File: src/rtl/traffic_lamp_monitor_pkg.sv
// Shared definitions for the traffic lamp monitor: FSM encoding, approach pair masks
// and fault-code bit positions.
package traffic_pkg;

    typedef enum logic [1:0] {
        PASS    = 2'd0,
        CONFIRM = 2'd1,
        FLASH   = 2'd2
    } mon_state_t;

    localparam logic [3:0] PAIR_A = 4'b0011;
    localparam logic [3:0] PAIR_B = 4'b1100;

    localparam int FC_INV = 0;
    localparam int FC_CFL = 1;
    localparam int FC_MIS = 2;

    localparam logic [3:0] ALL_ON  = 4'hF;
    localparam logic [3:0] ALL_OFF = 4'h0;

    function automatic logic is_one_hot3(input logic [2:0] v);
        return (v == 3'b001) || (v == 3'b010) || (v == 3'b100);
    endfunction

endpackage

File: src/rtl/traffic_lamp_monitor_if.sv
// Lamp bus between the light controller (master) and the lamp monitor (slave).
interface traffic_lamp_monitor_if;
    logic [3:0] r_in;
    logic [3:0] y_in;
    logic [3:0] g_in;
    logic       clear_fault;
    logic [3:0] r_out;
    logic [3:0] y_out;
    logic [3:0] g_out;
    logic       fault_active;
    logic [2:0] fault_code;

    modport master (
        output r_in, y_in, g_in, clear_fault,
        input  r_out, y_out, g_out, fault_active, fault_code
    );

    modport slave (
        input  r_in, y_in, g_in, clear_fault,
        output r_out, y_out, g_out, fault_active, fault_code
    );
endinterface

File: src/rtl/traffic_lamp_monitor_lamp_flasher.sv
// Phase counter for the fail-safe flash: on for the first HALF cycles of every
// 2*HALF period while enabled; held at phase 0 while disabled.
module lamp_flasher #(
    parameter int HALF = 4
) (
    input  logic clk,
    input  logic reset,
    input  logic en,
    output logic on
);
    localparam int PW = (2 * HALF > 1) ? $clog2(2 * HALF) : 1;
    localparam logic [PW-1:0] LAST = PW'(2 * HALF - 1);

    logic [PW-1:0] phase;

    always_ff @(posedge clk) begin
        if (reset || !en) begin
            phase <= '0;
        end else if (phase == LAST) begin
            phase <= '0;
        end else begin
            phase <= phase + PW'(1);
        end
    end

    assign on = (int'(phase) < HALF);
endmodule

File: src/rtl/traffic_lamp_monitor.sv
// Lamp sanity monitor: registers valid lamp patterns through, forces all-red on a
// suspected fault and latches a flashing-yellow fail-safe once the fault is confirmed.
module traffic_lamp_monitor
    import traffic_pkg::*;
#(
    parameter int CONFIRM_CYCLES = 2,
    parameter int FLASH_HALF     = 4
) (
    input  logic                   clk,
    input  logic                   reset,
    traffic_lamp_monitor_if.slave  lamps
);
    localparam int CW = $clog2(CONFIRM_CYCLES + 1);

    mon_state_t state, state_next;
    logic [CW-1:0] cnt, cnt_next;
    logic [2:0] code, code_next;
    logic [3:0] r_q, y_q, g_q, r_next, y_next, g_next;
    logic fa_q;

    logic inv, cfl, mis, flt, leave, flash_on, flash_en;
    logic [2:0] causes;
    logic [3:0] busy;

    always_comb begin
        inv = 1'b0;
        for (int i = 0; i < 4; i++) begin
            if (!is_one_hot3({lamps.r_in[i], lamps.y_in[i], lamps.g_in[i]})) inv = 1'b1;
        end
    end

    assign busy = lamps.g_in | lamps.y_in;
    assign cfl  = (|(busy & PAIR_A)) && (|(busy & PAIR_B));
    assign mis  = ({lamps.r_in[0], lamps.y_in[0], lamps.g_in[0]} !=
                   {lamps.r_in[1], lamps.y_in[1], lamps.g_in[1]}) ||
                  ({lamps.r_in[2], lamps.y_in[2], lamps.g_in[2]} !=
                   {lamps.r_in[3], lamps.y_in[3], lamps.g_in[3]});
    assign flt  = inv | cfl | mis;

    always_comb begin
        causes         = 3'b000;
        causes[FC_INV] = inv;
        causes[FC_CFL] = cfl;
        causes[FC_MIS] = mis;
    end

    // A clear request only counts when the lamps it would release are sane.
    assign leave    = lamps.clear_fault && !flt;
    assign flash_en = (state == FLASH) && !leave;

    lamp_flasher #(.HALF(FLASH_HALF)) u_flasher (
        .clk   (clk),
        .reset (reset),
        .en    (flash_en),
        .on    (flash_on)
    );

    always_comb begin
        state_next = state;
        cnt_next   = cnt;
        code_next  = code;
        r_next     = r_q;
        y_next     = y_q;
        g_next     = g_q;
        case (state)
            PASS: begin
                if (flt) begin
                    r_next     = ALL_ON;
                    y_next     = ALL_OFF;
                    g_next     = ALL_OFF;
                    code_next  = code | causes;
                    cnt_next   = CW'(1);
                    state_next = (CONFIRM_CYCLES == 1) ? FLASH : CONFIRM;
                end else begin
                    r_next = lamps.r_in;
                    y_next = lamps.y_in;
                    g_next = lamps.g_in;
                end
            end
            CONFIRM: begin
                if (flt) begin
                    r_next    = ALL_ON;
                    y_next    = ALL_OFF;
                    g_next    = ALL_OFF;
                    code_next = code | causes;
                    cnt_next  = cnt + CW'(1);
                    if (int'(cnt) + 1 >= CONFIRM_CYCLES) state_next = FLASH;
                end else begin
                    r_next     = lamps.r_in;
                    y_next     = lamps.y_in;
                    g_next     = lamps.g_in;
                    code_next  = 3'b000;
                    cnt_next   = '0;
                    state_next = PASS;
                end
            end
            FLASH: begin
                cnt_next = '0;
                if (leave) begin
                    r_next     = ALL_ON;
                    y_next     = ALL_OFF;
                    g_next     = ALL_OFF;
                    code_next  = 3'b000;
                    state_next = PASS;
                end else begin
                    r_next    = ALL_OFF;
                    g_next    = ALL_OFF;
                    y_next    = flash_on ? ALL_ON : ALL_OFF;
                    code_next = code | causes;
                end
            end
            default: state_next = PASS;
        endcase
    end

    always_ff @(posedge clk) begin
        if (reset) begin
            state <= PASS;
            cnt   <= '0;
            code  <= 3'b000;
            r_q   <= ALL_ON;
            y_q   <= ALL_OFF;
            g_q   <= ALL_OFF;
            fa_q  <= 1'b0;
        end else begin
            state <= state_next;
            cnt   <= cnt_next;
            code  <= code_next;
            r_q   <= r_next;
            y_q   <= y_next;
            g_q   <= g_next;
            fa_q  <= (state_next != PASS);
        end
    end

    assign lamps.r_out        = r_q;
    assign lamps.y_out        = y_q;
    assign lamps.g_out        = g_q;
    assign lamps.fault_active = fa_q;
    assign lamps.fault_code   = code;
endmodule

File: src/flat_wrapper.sv
// flat-port wrapper written by rule: the top's interface ports become plain ports
module traffic_lamp_monitor_flat import traffic_pkg::*;
#(
    parameter int CONFIRM_CYCLES = 2,
    parameter int FLASH_HALF     = 4
)
  (clk, reset, lamps_r_in, lamps_y_in, lamps_g_in, lamps_clear_fault, lamps_r_out, lamps_y_out, lamps_g_out, lamps_fault_active, lamps_fault_code);
  traffic_lamp_monitor_if lamps_i ();
  input  logic clk;
  input  logic reset;
  input wire logic [$bits(lamps_i.r_in)-1:0] lamps_r_in;
  input wire logic [$bits(lamps_i.y_in)-1:0] lamps_y_in;
  input wire logic [$bits(lamps_i.g_in)-1:0] lamps_g_in;
  input wire logic [$bits(lamps_i.clear_fault)-1:0] lamps_clear_fault;
  output wire logic [$bits(lamps_i.r_out)-1:0] lamps_r_out;
  output wire logic [$bits(lamps_i.y_out)-1:0] lamps_y_out;
  output wire logic [$bits(lamps_i.g_out)-1:0] lamps_g_out;
  output wire logic [$bits(lamps_i.fault_active)-1:0] lamps_fault_active;
  output wire logic [$bits(lamps_i.fault_code)-1:0] lamps_fault_code;
  assign lamps_i.r_in = lamps_r_in;
  assign lamps_i.y_in = lamps_y_in;
  assign lamps_i.g_in = lamps_g_in;
  assign lamps_i.clear_fault = lamps_clear_fault;
  assign lamps_r_out = lamps_i.r_out;
  assign lamps_y_out = lamps_i.y_out;
  assign lamps_g_out = lamps_i.g_out;
  assign lamps_fault_active = lamps_i.fault_active;
  assign lamps_fault_code = lamps_i.fault_code;
  traffic_lamp_monitor #(.CONFIRM_CYCLES(CONFIRM_CYCLES), .FLASH_HALF(FLASH_HALF)) u_core (.clk(clk), .reset(reset), .lamps(lamps_i));
endmodule
File: config.mk
export PLATFORM = sky130hd
export DESIGN_NAME = traffic_lamp_monitor_flat
export DESIGN_NICKNAME = d
export VERILOG_FILES = /design/src/rtl/traffic_lamp_monitor_pkg.sv /design/src/rtl/traffic_lamp_monitor_if.sv /design/src/rtl/traffic_lamp_monitor_lamp_flasher.sv /design/src/rtl/traffic_lamp_monitor.sv /design/src/flat_wrapper.sv
export SDC_FILE = /design/constraint.sdc
export NUM_CORES = 1
export LEC_CHECK = 0
export ABC_AREA = 1
export CAP_MARGIN = 10
export CORE_ASPECT_RATIO = 0.75
export CORE_UTILIZATION = 25
export DETAILED_ROUTE_END_ITERATION = 6
export SYNTH_ARGS = -nofsm -noshare
export SYNTH_HDL_FRONTEND = slang
export SYNTH_SLANG_ARGS = --single-unit
export TNS_END_PERCENT = 20
File: constraint.sdc
create_clock -name clk -period 1.4 [get_ports clk]
set_input_delay 0.42 -clock clk [delete_from_list [all_inputs] [get_ports clk]]
set_output_delay 0.42 -clock clk [all_outputs]
set_load 0.02 [all_outputs]
## After elaboration in Yosys (flattened, before gate mapping)

Cells that the tools add are included.

- Output and inout bits: 16
- Register bits after elaboration: 23
- Word-level logic and storage cells: 85

- Equal/unequal tests: 18
- Reduce and logical (&&, ||, !) cells: 25
- Magnitude comparators: 2
- Multiplexer cells: 25
- $add $sub $neg: 3
- Bitwise logic cells: 4

Operator list:

| cell | number |
|---|---|
| >= comparator 32 x 3 -> 1 bit, second input constant | 1 |
| 2-to-1 mux 4 bit | 6 |
| case mux 4 bit (2 select lines) | 3 |
| equality test 3 bit, second input constant | 5 |
| equality test 3 x 1 -> 1 bit, second input constant | 4 |
| equality test 3 x 2 -> 1 bit, second input constant | 4 |
| 2-to-1 mux 2 bit | 6 |
| case mux 2 bit (3 select lines) | 2 |
| logical OR 1 bit | 10 |
| 2-to-1 mux 3 bit | 3 |
| case mux 3 bit (3 select lines) | 1 |
| OR reduction 2 bit | 4 |
| != test 3 bit | 2 |
| 2-to-1 mux 1 bit | 4 |
| bitwise OR 4 bit | 1 |
| nonzero test 2 bit | 2 |
| adder 2 x 1 -> 3 bit, second input constant | 1 |
| adder 3 x 1 -> 3 bit, second input constant | 1 |
| logical AND 1 bit | 3 |
| logical NOT 1 bit | 3 |
| less-than comparator 3 bit, second input constant | 1 |
| bitwise OR 3 bit | 1 |
| nonzero test 3 bit | 1 |
| adder 2 x 1 -> 2 bit, second input constant | 1 |
| other kinds (6) | 7 |

## Depth between registers and ports, before layout

- Depth after elaboration: 16
- Depth in mapped cells: 12

## Modules after synthesis

From an unflattened synthesis, not the netlist that was laid out.

- Cells, all modules: 192
- Area, all modules: 1345.0 um^2

By module, submodules not included:

| module | cells each | times used | area an instance (um^2) |
|---|---|---|---|
| traffic_lamp_monitor | 178 | 1 | 1219.9 |
| lamp_flasher | 14 | 1 | 125.1 |

## Least setup slack after synthesis

Ideal clock, no wire load.

- Path kind: in2reg
- From: input port lamps_y_in[0]
- To: register u_core.r_q[0], in the netlist u_core.lamps.r_out[0]
- Setup time: 0.117 ns
- Slack: -0.101 ns
- Stages: 10
- Arrival time: 1.384 ns
- Required time: 1.283 ns
- Path buffers: 0
- Path through: nor2_1 > nand2_1 > o21ai_1 > nand2_2 > nor2_4 > nand2_4 > nor2_8 > inv_2 > o21ai_2 > nand2_1

- Cells in the longest elaborated chain, start to end: 13
- Elaborated cells between the ends (all ways): 21

Ends and longest elaborated chain:

| what | RTL line | source |
|---|---|---|
| start: declaration | flat_wrapper.sv:12 | `input wire logic [$bits(lamps_i.y_in)-1:0] lamps_y_in;` |
| equality test 3 x 1 -> 1 bit / equality test 3 x 2 -> 1 bit (equally long branches) | traffic_lamp_monitor_pkg.sv:22 | `return (v == 3'b001) \|\| (v == 3'b010) \|\| (v == 3'b100);` |
| logical OR 1 bit (2 in series) | traffic_lamp_monitor_pkg.sv:22 |  |
| 2-to-1 mux 1 bit (4 in series) | traffic_lamp_monitor.sv:28 | `if (!is_one_hot3({lamps.r_in[i], lamps.y_in[i], lamps.g_in[i]})) inv = 1'b1;` |
| bitwise OR 1 bit | traffic_lamp_monitor.sv:38 | `assign flt = inv \| cfl \| mis;` |
| bitwise OR 1 bit (*) | traffic_lamp_monitor.sv:38 |  |
| logical NOT 1 bit | traffic_lamp_monitor.sv:48 | `assign leave = lamps.clear_fault && !flt;` |
| logical AND 1 bit | traffic_lamp_monitor.sv:48 |  |
| 2-to-1 mux 4 bit | traffic_lamp_monitor.sv:99 | `if (leave) begin` |
| case mux 4 bit (2 select lines) (*) | traffic_lamp_monitor.sv:65 | `case (state)` |
| end signal: assignment | traffic_lamp_monitor.sv:129 | `r_q <= r_next;` |
| end: declaration | traffic_lamp_monitor.sv:18 | `logic [3:0] r_q, y_q, g_q, r_next, y_next, g_next;` |

Every way passes the cells marked *; elsewhere a longest branch is shown, timed or not.
A chain may end at the register's enable or synchronous reset.

## Worst setup path in the final report

- From: input port lamps_r_in[3]
- To: register u_core.r_q[2], in the netlist u_core.lamps.r_out[2]

- Cells in the longest elaborated chain, start to end: 10
- Elaborated cells between the ends (all ways): 15

Ends and longest elaborated chain:

| what | RTL line | source |
|---|---|---|
| start: declaration | flat_wrapper.sv:11 | `input wire logic [$bits(lamps_i.r_in)-1:0] lamps_r_in;` |
| equality test 3 x 1 -> 1 bit / equality test 3 x 2 -> 1 bit (equally long branches) | traffic_lamp_monitor_pkg.sv:22 |  |
| logical OR 1 bit (2 in series) | traffic_lamp_monitor_pkg.sv:22 |  |
| 2-to-1 mux 1 bit | traffic_lamp_monitor.sv:28 |  |
| bitwise OR 1 bit | traffic_lamp_monitor.sv:38 |  |
| bitwise OR 1 bit (*) | traffic_lamp_monitor.sv:38 |  |
| logical NOT 1 bit | traffic_lamp_monitor.sv:48 |  |
| logical AND 1 bit | traffic_lamp_monitor.sv:48 |  |
| 2-to-1 mux 4 bit | traffic_lamp_monitor.sv:99 |  |
| case mux 4 bit (2 select lines) (*) | traffic_lamp_monitor.sv:65 |  |

Marks and branches as above.

==> summary.txt <==
STA
  – Setup_tns: -12.33 ps
  – Final period util: 1.008
  – Worst Skew: 6.171 ps
  – Final hold vios: 0
  – Crit path time final: 1411 ps
  – Worst slew pin tran: 372.8 ps
  – Pins Over Slew Limit: 0
  – Fmax: 0.7089 GHz
  – Final setup fails: 2
  – Final worst setup slack: -10.57 ps
  – Slew HR: 0.7515
  – RSZ-0062 raised after global routing: true

Setup path
  – Worst R2R End: u_core.lamps.fault_code[2]
  – CP Data Arrival Time: 1580 ps
  – CP Depth: 12
  – Crit path from: lamps_r_in[3]
  – Crit-path leading delay family: simple AND/OR/NAND/NOR gates
  – Largest stage delay on the critical path: 180 ps
  – Reg2Reg Launch Point: u_core.state[0]
  – WS Path Type: in -> reg
  – CP Launch Type: primary input
  – CP bufs+invs: 4
  – Top cell by count, worst path: nand3_2
  – Worst EP required: 1570 ps
  – CP endpoint kind: flop
  – Max Fanout on Critical Path: 6
  – Worst path slowest cell: nor2_4
  – Worst reg2reg setup slack: 60 ps
  – Worst Reg-to-Reg Cells: 6
  – Critical Path, Cell by Cell: buf_8 > inv_4 > buf_6 > nand3_2 > nand3_2 > nand2_2 > nor2_4 > nand2_4 > nor2_8 > inv_2 > o21ai_2 > nand2_1

Final layout
  – Antenna diode count: 0
  – Commonest cells after routing, fill and taps aside: nand2_1 (34), dfxtp_1 (23), nor2_1 (22)
  – Fin area: 0.002091 sq mm
  – Share of layout cells above drive strength 1: 0.4008
  – Final net count: 266
  – Area growth syn-to-layout: 56.61%
  – Commonest non-fill, non-tap cell in the layout: nand2_1

Yosys
  – Cell variety after synth: 23
  – Netlist Area Pre-Place: 0.001335 sq mm
  – Post-synth top area share: 0.3449
  – Synth top area cells: dfxtp_1 (34%), nand2_1 (14%), ha_1 (7.5%), nor2_1 (7.0%), nand3_1 (6.7%)
  – Seq/Total Area, Yosys: 0.3449
  – Cell taking the most area after synthesis: dfxtp_1
  – Post-synthesis instance total: 193
  – Syn_nets: 216
  – Synth warn: 0
  – Post-Syn Area per Cell: 6.917 sq um
  – Synth Register Bits: 23

Detailed routing
  – Initial drt markers: 70
  – Antenna-violating nets left: 0
  – Vias per std cell: 4.223
  – WL/cell: 10.61 um
  – Vias: 1,326
  – Drc violations: 0
  – Drt total wl: 3331 um
  – First-pass DRT Iterations: 4

Clock tree
  – H-tree Lvls: 1
  – Worst-path clk slew: 90 ps
  – Clock Latency Late Sink: 270 ps
  – CTS Buffer Depth: 2
  – TritonCTS Sinks: 23
  – CTS tree: built
  – Total CTS buffers: 3
  – Root Buffer: clkbuf_8

Placed design
  – Dpl hpwl: 2520 um
  – Placement-stage cell area: 0.001842 sq mm
  – IO Port Bufs: 30
  – Gpl congestion: 0.7797

Run status
  – Failing checks: negative setup slack
  – Status: complete, but fails checks

Floorplan
  – Num rows: 22
  – Die Y: 65.29 um
  – Die ar.: 0.005639 sq mm
  – Total core area: 0.005010 sq mm
  – Io pins: 31
  – Die Wd: 86.38 um
  – Initial core utilization: 0.2665

Worst hold path
  – Hold_sp: u_core.u_flasher.phase[0]
  – Hold crit path type: reg -> reg
  – Hold Path Stages: 1
  – WHS Endpoint: u_core.u_flasher.phase[0]

Pwr
  – Pwr per Cell Area: 728.9 mW/mm^2
  – Max VDD drop: 0.3359 mV
  – Leakage: 0.9915 nW
  – Final Power: 1.524 mW

GRT
  – Grt ovf: 0
  – Global-route wire length before repair: 5520 um
  – GRT Total Usage: 0.1267
  – Largest net degree at the start of global routing: 15
  – Vias in the first global route: 1,176
  – Initial antenna violation count: 0

Flow run
  – Max_cap viols: 0
[how the worst max path moves through the flow]
stage                            end  slack [ps]
2_1_floorplan  u_core.lamps.r_out[0]         -70
3_3_place_gp   u_core.lamps.r_out[1]        -910
3_5_place_dp   u_core.lamps.r_out[0]        -940
4_1_cts        u_core.lamps.r_out[1]         -30
5_1_grt        u_core.lamps.r_out[0]        -100
6_report       u_core.lamps.r_out[2]         -10
[where the power goes]
part	leakage (nW)	total [mW]	internal (mW)	switching [mW]
Clock	0.0217	0.431	0.202	0.229
Combinational	0.782	0.398	0.188	0.209
Sequential	0.188	0.695	0.680	0.0154
Total	0.992	1.52	1.07	0.454
[state kept, by name, indices dropped and copies added, names as in the netlist]
name	cells
u_core.cnt	2
u_core.lamps.y_out	4
u_core.lamps.r_out	4
u_core.state	2
u_core.u_flasher.phase	3
u_core.lamps.g_out	4
u_core.lamps.fault_code	3
u_core.lamps.fault_active	1
[repair_timing]
action | CTS | global route
endpoints found under the setup margin | 39 | 37
hold buffers | 0 | 0
setup buffers | 3 | 1
pin swaps | 23 | 20
gates resized for setup | 102 | 55
[metrics by stage]
stage          cells  worst slack (ps)  hold WS, ps  utilization
2_1_floorplan    193            -73.00        399.0            -
3_3_place_gp     306            -905.3        416.4       0.3676
3_5_place_dp     306            -937.2        410.2       0.3676
4_1_cts          313            -30.72        429.5       0.3911
5_1_grt          314            -103.2        437.1       0.4173
6_report         314            -10.57        428.3       0.4173
[cell type report]
type / count / area, sq um
Clock buffer: 3 / 41.29
Tap cell: 72 / 90.09
Multi-Input combinational cell: 139 / 878.3
Clock inverter: 1 / 7.507
Timing Repair Buffer: 48 / 480.5
Sequential cell: 23 / 460.4
Fill cell: 502 / 2919
Inverter: 28 / 132.6
[per-layer routing]
metal	vias to the layer above	global-route usage	wire [um]
met4	0	0.03125	8
li1	702	-	-
met3	3	0.03266	181
met5	-	0	0
met2	32	0.1865	1393
met1	589	0.1827	1748
[cells in the mapped netlist]
library cell	instances
inv_1	21
nand2_2	3
dfxtp_1	23
nor2_1	25
nor3_1	1
inv_2	7
a21oi_1	9
nand3b_1	2
o21ai_2	2
nand2_1	50
nand2_4	1
o21bai_2	1
nand3_2	4
o21ai_0	4
clkbuf_1	2
o21ai_1	3
nor2_4	3
nor2_2	3
nor2_8	1
buf_6	1
ha_1	8
nand3_1	18
o21bai_1	1
[cells by family after synthesis]
group / Yosys count / share of synthesized area
adders and majority gates: 8 / 0.07498
buffers and inverters: 31 / 0.09279
and+or+nand+nor: 111 / 0.4002
AOI/OAI and AO/OA: 20 / 0.08716
DFF: 23 / 0.3449
Note: power is estimated with default switching activity, not from simulation.
